`src/rtl/regfile_csr_pkg.sv`:
```
// Shared core defines: CSR addresses, mstatus bit positions and CSR write-masking helpers.
package regfile_csr_pkg;

  localparam logic [11:0] CSR_MSTATUS  = 12'h300;
  localparam logic [11:0] CSR_MTVEC    = 12'h305;
  localparam logic [11:0] CSR_MSCRATCH = 12'h340;
  localparam logic [11:0] CSR_MEPC     = 12'h341;
  localparam logic [11:0] CSR_MCAUSE   = 12'h342;
  localparam logic [11:0] CSR_MCYCLE   = 12'hB00;
  localparam logic [11:0] CSR_MCYCLEH  = 12'hB80;
  localparam logic [11:0] CSR_MHARTID  = 12'hF14;

  localparam int unsigned MSTATUS_MIE_BIT  = 3;
  localparam int unsigned MSTATUS_MPIE_BIT = 7;

  // True only for CSRs that accept software writes (mhartid and holes excluded).
  function automatic logic csr_writable(input logic [11:0] addr);
    logic w;
    case (addr)
      CSR_MSTATUS, CSR_MTVEC, CSR_MSCRATCH, CSR_MEPC,
      CSR_MCAUSE, CSR_MCYCLE, CSR_MCYCLEH: w = 1'b1;
      default:                              w = 1'b0;
    endcase
    return w;
  endfunction

  // Value as it would read back after being stored at addr.
  function automatic logic [31:0] csr_mask(input logic [11:0] addr, input logic [31:0] wdata);
    logic [31:0] w;
    w = 32'h0000_0000;
    case (addr)
      CSR_MSTATUS: begin
        w[MSTATUS_MIE_BIT]  = wdata[MSTATUS_MIE_BIT];
        w[MSTATUS_MPIE_BIT] = wdata[MSTATUS_MPIE_BIT];
      end
      CSR_MTVEC, CSR_MEPC:                         w = {wdata[31:2], 2'b00};
      CSR_MSCRATCH, CSR_MCAUSE, CSR_MCYCLE, CSR_MCYCLEH: w = wdata;
      default:                                     w = 32'h0000_0000;
    endcase
    return w;
  endfunction

endpackage

```
`src/rtl/regfile_csr_csr_unit.sv`:
```
// Machine-mode CSR storage, write masking, read bypass and the 64-bit cycle counter.
module csr_unit
  import regfile_csr_pkg::*;
#(
  parameter logic [31:0] MTVEC_RST = 32'h0000_0000
) (
  input  logic        clk,
  input  logic        rst_n,
  input  logic [31:0] wb_csr_wdata_i,
  input  logic [11:0] wb_csr_waddr_i,
  input  logic        wb_csr_we_i,
  input  logic [11:0] id_csr_raddr_i,
  output logic [31:0] csr_rdata_o,
  output logic [31:0] csr_mtvec_o,
  output logic [31:0] csr_mepc_o,
  output logic        csr_mie_o
);

  logic        r_mie, r_mpie;
  logic [31:0] r_mtvec, r_mscratch, r_mepc, r_mcause, r_mcycle, r_mcycleh;
  logic [31:0] w_wmasked, w_stored, w_rdata;
  logic [63:0] w_cyc_next;

  assign w_wmasked  = csr_mask(wb_csr_waddr_i, wb_csr_wdata_i);
  assign w_cyc_next = {r_mcycleh, r_mcycle} + 64'd1;

  // Software-visible CSR storage
  always_ff @(posedge clk) begin
    if (!rst_n) begin
      r_mie      <= 1'b0;
      r_mpie     <= 1'b0;
      r_mtvec    <= {MTVEC_RST[31:2], 2'b00};
      r_mscratch <= 32'h0000_0000;
      r_mepc     <= 32'h0000_0000;
      r_mcause   <= 32'h0000_0000;
    end else if (wb_csr_we_i) begin
      case (wb_csr_waddr_i)
        CSR_MSTATUS: begin
          r_mie  <= w_wmasked[MSTATUS_MIE_BIT];
          r_mpie <= w_wmasked[MSTATUS_MPIE_BIT];
        end
        CSR_MTVEC:    r_mtvec    <= w_wmasked;
        CSR_MSCRATCH: r_mscratch <= w_wmasked;
        CSR_MEPC:     r_mepc     <= w_wmasked;
        CSR_MCAUSE:   r_mcause   <= w_wmasked;
        default:      ;
      endcase
    end
  end

  // A write to either half replaces that half and skips this cycle's increment
  always_ff @(posedge clk) begin
    if (!rst_n) begin
      r_mcycle  <= 32'h0000_0000;
      r_mcycleh <= 32'h0000_0000;
    end else if (wb_csr_we_i && (wb_csr_waddr_i == CSR_MCYCLE)) begin
      r_mcycle <= wb_csr_wdata_i;
    end else if (wb_csr_we_i && (wb_csr_waddr_i == CSR_MCYCLEH)) begin
      r_mcycleh <= wb_csr_wdata_i;
    end else begin
      {r_mcycleh, r_mcycle} <= w_cyc_next;
    end
  end

  // Read mux with same-cycle bypass of writable CSRs
  always_comb begin
    w_stored = 32'h0000_0000;
    case (id_csr_raddr_i)
      CSR_MSTATUS: begin
        w_stored[MSTATUS_MIE_BIT]  = r_mie;
        w_stored[MSTATUS_MPIE_BIT] = r_mpie;
      end
      CSR_MTVEC:    w_stored = r_mtvec;
      CSR_MSCRATCH: w_stored = r_mscratch;
      CSR_MEPC:     w_stored = r_mepc;
      CSR_MCAUSE:   w_stored = r_mcause;
      CSR_MCYCLE:   w_stored = r_mcycle;
      CSR_MCYCLEH:  w_stored = r_mcycleh;
      default:      w_stored = 32'h0000_0000;
    endcase
    if (wb_csr_we_i && csr_writable(wb_csr_waddr_i) && (wb_csr_waddr_i == id_csr_raddr_i)) begin
      w_rdata = w_wmasked;
    end else begin
      w_rdata = w_stored;
    end
  end

  assign csr_rdata_o = w_rdata;
  assign csr_mtvec_o = r_mtvec;
  assign csr_mepc_o  = r_mepc;
  assign csr_mie_o   = r_mie;

endmodule

```
`src/rtl/regfile_csr.sv`:
```
// Integer register file (x1..x31, x0 hardwired zero) with write-through bypass, plus the CSR unit.
module regfile_csr
  import regfile_csr_pkg::*;
#(
  parameter logic [31:0] MTVEC_RST = 32'h0000_0000
) (
  input  logic        clk,
  input  logic        rst_n,
  input  logic [31:0] wb_reg_wdata_i,
  input  logic [4:0]  wb_reg_waddr_i,
  input  logic        wb_reg_we_i,
  input  logic [31:0] wb_csr_wdata_i,
  input  logic [11:0] wb_csr_waddr_i,
  input  logic        wb_csr_we_i,
  input  logic [4:0]  id_rs1_raddr_i,
  input  logic [4:0]  id_rs2_raddr_i,
  output logic [31:0] regs_rs1_rdata_o,
  output logic [31:0] regs_rs2_rdata_o,
  input  logic [11:0] id_csr_raddr_i,
  output logic [31:0] csr_rdata_o,
  output logic [31:0] csr_mtvec_o,
  output logic [31:0] csr_mepc_o,
  output logic        csr_mie_o
);

  logic [31:0] r_regs [1:31];
  logic [31:0] w_rs1, w_rs2;
  logic        w_wr_en;

  assign w_wr_en = wb_reg_we_i && (wb_reg_waddr_i != 5'd0);

  // GPR array; x0 has no storage
  always_ff @(posedge clk) begin
    if (!rst_n) begin
      for (int i = 1; i < 32; i++) begin
        r_regs[i] <= 32'h0000_0000;
      end
    end else if (w_wr_en) begin
      r_regs[wb_reg_waddr_i] <= wb_reg_wdata_i;
    end
  end

  // Combinational read ports with write-through bypass
  always_comb begin
    w_rs1 = 32'h0000_0000;
    w_rs2 = 32'h0000_0000;
    if (id_rs1_raddr_i == 5'd0) begin
      w_rs1 = 32'h0000_0000;
    end else if (w_wr_en && (wb_reg_waddr_i == id_rs1_raddr_i)) begin
      w_rs1 = wb_reg_wdata_i;
    end else begin
      w_rs1 = r_regs[id_rs1_raddr_i];
    end
    if (id_rs2_raddr_i == 5'd0) begin
      w_rs2 = 32'h0000_0000;
    end else if (w_wr_en && (wb_reg_waddr_i == id_rs2_raddr_i)) begin
      w_rs2 = wb_reg_wdata_i;
    end else begin
      w_rs2 = r_regs[id_rs2_raddr_i];
    end
  end

  assign regs_rs1_rdata_o = w_rs1;
  assign regs_rs2_rdata_o = w_rs2;

  csr_unit #(
    .MTVEC_RST (MTVEC_RST)
  ) u_csr_unit (
    .clk            (clk),
    .rst_n          (rst_n),
    .wb_csr_wdata_i (wb_csr_wdata_i),
    .wb_csr_waddr_i (wb_csr_waddr_i),
    .wb_csr_we_i    (wb_csr_we_i),
    .id_csr_raddr_i (id_csr_raddr_i),
    .csr_rdata_o    (csr_rdata_o),
    .csr_mtvec_o    (csr_mtvec_o),
    .csr_mepc_o     (csr_mepc_o),
    .csr_mie_o      (csr_mie_o)
  );

endmodule

```
`config.mk`:
```
export PLATFORM = sky130hd
export DESIGN_NAME = regfile_csr
export DESIGN_NICKNAME = d
export VERILOG_FILES = /design/src/rtl/regfile_csr_pkg.sv /design/src/rtl/regfile_csr_csr_unit.sv /design/src/rtl/regfile_csr.sv
export SDC_FILE = /design/constraint.sdc
export NUM_CORES = 2
export LEC_CHECK = 0
export ABC_CLOCK_PERIOD_IN_PS = 5180
export BUFFER_PORTS_ARGS = -buffer_cell sky130_fd_sc_hd__buf_2
export CORE_ASPECT_RATIO = 1.1
export CORE_MARGIN = 4
export CORE_UTILIZATION = 55
export CTS_CLUSTER_SIZE = 30
export DETAILED_ROUTE_END_ITERATION = 6
export GPL_ROUTABILITY_DRIVEN = 0
export MAX_ROUTING_LAYER = met4
export PLACE_DENSITY = 0.77
export SLEW_MARGIN = 15
export SYNTH_ARGS = -nofsm -noshare
export SYNTH_HDL_FRONTEND = slang
export SYNTH_SLANG_ARGS = --single-unit
```
`constraint.sdc`:
```
create_clock -name clk -period 5.18 [get_ports clk]
set_input_delay 1.036 -clock clk [delete_from_list [all_inputs] [get_ports clk]]
set_output_delay 1.036 -clock clk [all_outputs]
set_load 0.02 [all_outputs]
```
==> summary.md <==
| Metric | Value |
|---|---|
| Top-count cell post-synth | `edfxtp_1` |
| CTS Buffer Depth | `3` |
| DRT iter0 DRCs | `about 8000` |
| Crit-path max cell delay | `0.92 ns` |
| Synth Cell Area | `about 66000 sq um` |
| RSZ-0062 raised after global routing | `false` |
| CP startpoint kind | `primary input` |
| IO buf count | `roughly 270` |
| Register area share after synthesis | `0.521` |
| Clock transition at path regs | `around 0.05 ns` |
| First-pass GRT wire length | `~340 mm` |
| Hold/Removal Path Class | `reg2reg` |
| Maximum VDD drop | `about 0.00027 V` |
| Worst slew margin | `0.127` |
| Vias per cell | `approximately 7.2` |
| Fill count | `8823` |
| Post-CTS Setup Bufs | `0` |
| Post-Synth XOR/XNOR Area | `0.00514` |
| Top Ports | `approximately 270` |
| Share of synthesized registers carrying an async set or reset | `0` |
| TritonCTS buffer count | `131` |
| CTS tree | `built` |
| PnR worst setup slack | `approximately 0.16 ns` |
| Leakage power | `about 26 nW` |
| Clock group share of total power | `0.396` |
| Worst-Margin Slew | `around 1.3 ns` |
| Power Density | `~320 nW/um^2` |
| Max-Cap Viols | `0` |
| Synth Area in Compound Gates | `0.0791` |
| Clk sinks | `1218` |
| R2R setup slack | `approximately 2.3 ns` |
| Outcome | `complete, but fails checks` |
| Failing checks | `design-rule violations` |
| P&R area growth vs syn | `12.1%` |
| Setup TNS | `0 ns` |
| Sw Pwr | `between 6 and 7 mW` |
| Worst path cell trace | `buf_4 -> or2_2 -> buf_4 -> nor2_1 -> a211oi_1 -> buf_4 -> nor3_1 -> nor3_1 -> buf_2` |
| Most frequent cells after synthesis | `edfxtp_1 (1024), and2_1 (971), mux4_2 (393)` |
| Gr usage total | `0.376` |
| Post-synth top area cell | `edfxtp_1` |
| Simple-gate share of the synthesized area | `0.161` |
| Flop pwr share | `0.479` |
| # H-tree levels | `4` |
| Crit path top cell by count | `buf_4` |
| Antenna-violating nets left | `0` |
| Largest family of logic cells by synthesized area | `multiplexers` |
| Mean post-synth cell area | `12.5 sq um` |
| Clk_lat worst skew | `0.77 ns` |
| Mapped Cells | `about 5300` |
| Initial Util | `0.555` |
| Hold Vio Cnt, Final | `0` |
| CP Capture Type | `output port` |
| Critical Path AT | `slightly below 4 ns` |
| Full die area | `126000 sq um` |
| Post-synth top flop | `edfxtp_1` |
| Cts hold-fix bufs | `0` |
| Critical Path Sink | `regs_rs1_rdata_o[19]` |
| Count of cell types in the netlist | `between 80 and 90` |
| Min Tclk post-route | `5.02 ns` |
| Final Setup Violations | `0` |
| Clock Skew | `around 0.034 ns` |
| Layout Cells excl Fill | `between 7000 and 8000` |
| R2r endpoint | `u_csr_unit.r_mcycleh[19]` |
| Share of post-route cells with drive strength above 1 | `0.243` |
| Remaining Overflow, GRT | `0` |
| Internal | `between 15 and 20 mW` |
| DIE WIDTH | `roughly 340 um` |
| Worst reg2reg path depth | `6` |
| Total Nets Final | `5545` |
| Slowest-stage cell, CP | `nor3_1` |
| CP max FO | `21` |
| Syn. warnings | `0` |
| RR Startpoint | `u_csr_unit.r_mcycle[7]` |
| # DRC | `2` |
| Post-synth EDFFs | `slightly above 1000` |
| Clock Tree Root | `clkbuf_16` |
| Final Cell Area | `74500 sq um` |
| Antenna violations before repair | `19` |
| Tcrit/Tclk final | `0.969` |
| Synth top area cells | `edfxtp_1 (46%), mux4_2 (13%), and2_1 (9.1%)` |
| Stages on worst setup path | `9` |
| Largest net degree at the start of global routing | `92` |
| Switch share | `0.257` |
| Fmax achieved | `between 150 and 200 MHz` |
| Yosys reg bits | `1218` |
| Top cell family by delay on the critical path | `simple AND/OR/NAND/NOR gates` |
| Routed WL | `approximately 230 mm` |
| Crit Path Category | `in2out` |
| Post-place setup slack | `~0.33 ns` |
| Mux contribution to synthesized area | `0.197` |
| Via count | `50960` |
| CP Buf/Inv Count | `4` |
| Top cell type's share of synthesized area | `0.463` |
| HPWL Detailed | `approximately 150 mm` |
| CP required | `4.14 ns` |
| Row count | `133` |
| Number of global-route vias before repair | `roughly 50000` |
| Core area | `120000 sq um` |
| Slew Limit Fails | `0` |
| Comb power frac | `0.124` |
| Chip height | `about 370 um` |
| Post-Synth Adder-Cell Area | `0.000188` |
| Placed insts | `approximately 6900` |
| WL/cell | `around 33 um` |
| Drt pass-1 iters | `7` |
| Placed Area | `~70000 sq um` |
| Crit path from | `id_rs1_raddr_i[4]` |
worst min-delay path by stage:
| stage | slack, ns | start | depth (start not counted) | endpoint |
|---|---|---|---|---|
| 6_report | 0.46 | u_csr_unit.r_mscratch[7] | 2 | u_csr_unit.r_mscratch[7] |
| 5_1_grt | 0.45 | wb_reg_wdata_i[10] | 1 | r_regs[0][10] |
| 4_1_cts | 0.42 | wb_reg_wdata_i[10] | 1 | r_regs[0][10] |
| 3_5_place_dp | 0.44 | u_csr_unit.r_mscratch[0] | 2 | u_csr_unit.r_mscratch[0] |
| 3_3_place_gp | 0.44 | u_csr_unit.r_mcause[7] | 2 | u_csr_unit.r_mcause[7] |
| 2_1_floorplan | 0.43 | u_csr_unit.r_mscratch[0] | 2 | u_csr_unit.r_mscratch[0] |
per-layer routing:
metal,routed length (um),GRT usage,part of all wire,vias to the layer above
li1,-,-,-,20358
met1,75400,0.437,0.32,24757
met2,106000,0.574,0.46,4617
met3,33500,0.115,0.14,1228
met4,18400,0.243,0.079,0
met5,0,-,0,-
repair_timing:
action / 4_1_cts / 5_1_grt
endpoints found under the setup margin: 0 / 3
gates resized for setup: 0 / 3
endpoints found under the hold margin: 0 / 0
worst min-delay path, stage by stage, from the launching register on:
cell	delay, ns
dfxtp_1	0.31
nand2_1	0.05
a21oi_1	0.05
placed cells by master, fill, tap and decap left out, types with 151 or more instances in the layout:
cell type     n
edfxtp_1   1024
and2_1      971
mux4_2      393
nand2_1     282
mux2i_1     259
buf_2       258
buf_4       223
a21oi_1     201
dfxtp_1     194
nor2_1      151
power groups by stage:
stage	Sequential (mW)	Clock, mW	Combinational (mW)
6_report	11.3	9.38	2.94
2_1_floorplan	11.4	0	1.74
3_5_place_dp	11.5	0	2.82
4_1_cts	11.3	9.39	2.83
5_1_grt	11.4	9.83	3.01
3_3_place_gp	11.5	0	2.79
stage by stage:
step	util	hold slack (ns)	total power, mW
final	0.622	0.456	23.6
after global routing	0.622	0.453	24.2
after CTS	0.621	0.421	23.5
after detailed placement	0.586	0.445	14.3
after global placement	0.586	0.438	14.3
after floorplan	-	0.432	13.2
kinds of logic (layout without fill, tap and decap cells):
logic type,after synthesis,after routing
multiplexers,797,797
AND/OR/NAND/NOR,1916,1916
other,1,54
buffers and inverters,557,762
XOR/XNOR,39,39
flip-flops,1218,1218
AO/OA/AOI/OAI,776,776
adder cells (fa/ha/maj),1,1
state kept, by name, indices dropped and copies added, names as in the netlist:
signal,cells
u_csr_unit.r_mscratch,32
u_csr_unit.r_mcause,32
u_csr_unit.csr_mepc_o,32
u_csr_unit.r_mpie,1
u_csr_unit.csr_mtvec_o,32
u_csr_unit.r_mcycle,32
u_csr_unit.csr_mie_o,1
r_regs,1024
u_csr_unit.r_mcycleh,32
cell type report:
| cell class | instances | area [sq um] | area share |
|---|---|---|---|
| Sequential cell | 1218 | 34600 | 0.465 |
| Multi-Input combinational cell | 3561 | 30000 | 0.403 |
| Clock buffer | 173 | 3610 | 0.0484 |
| Timing Repair Buffer | 515 | 3610 | 0.0484 |
| Tap cell | 1552 | 1940 | 0.0261 |
| Clock inverter | 64 | 611 | 0.00820 |
| Antenna cell | 22 | 55.1 | 0.000739 |
| Inverter | 10 | 40.0 | 0.000537 |
No activity file was read; power rests on OpenSTA's default activity.
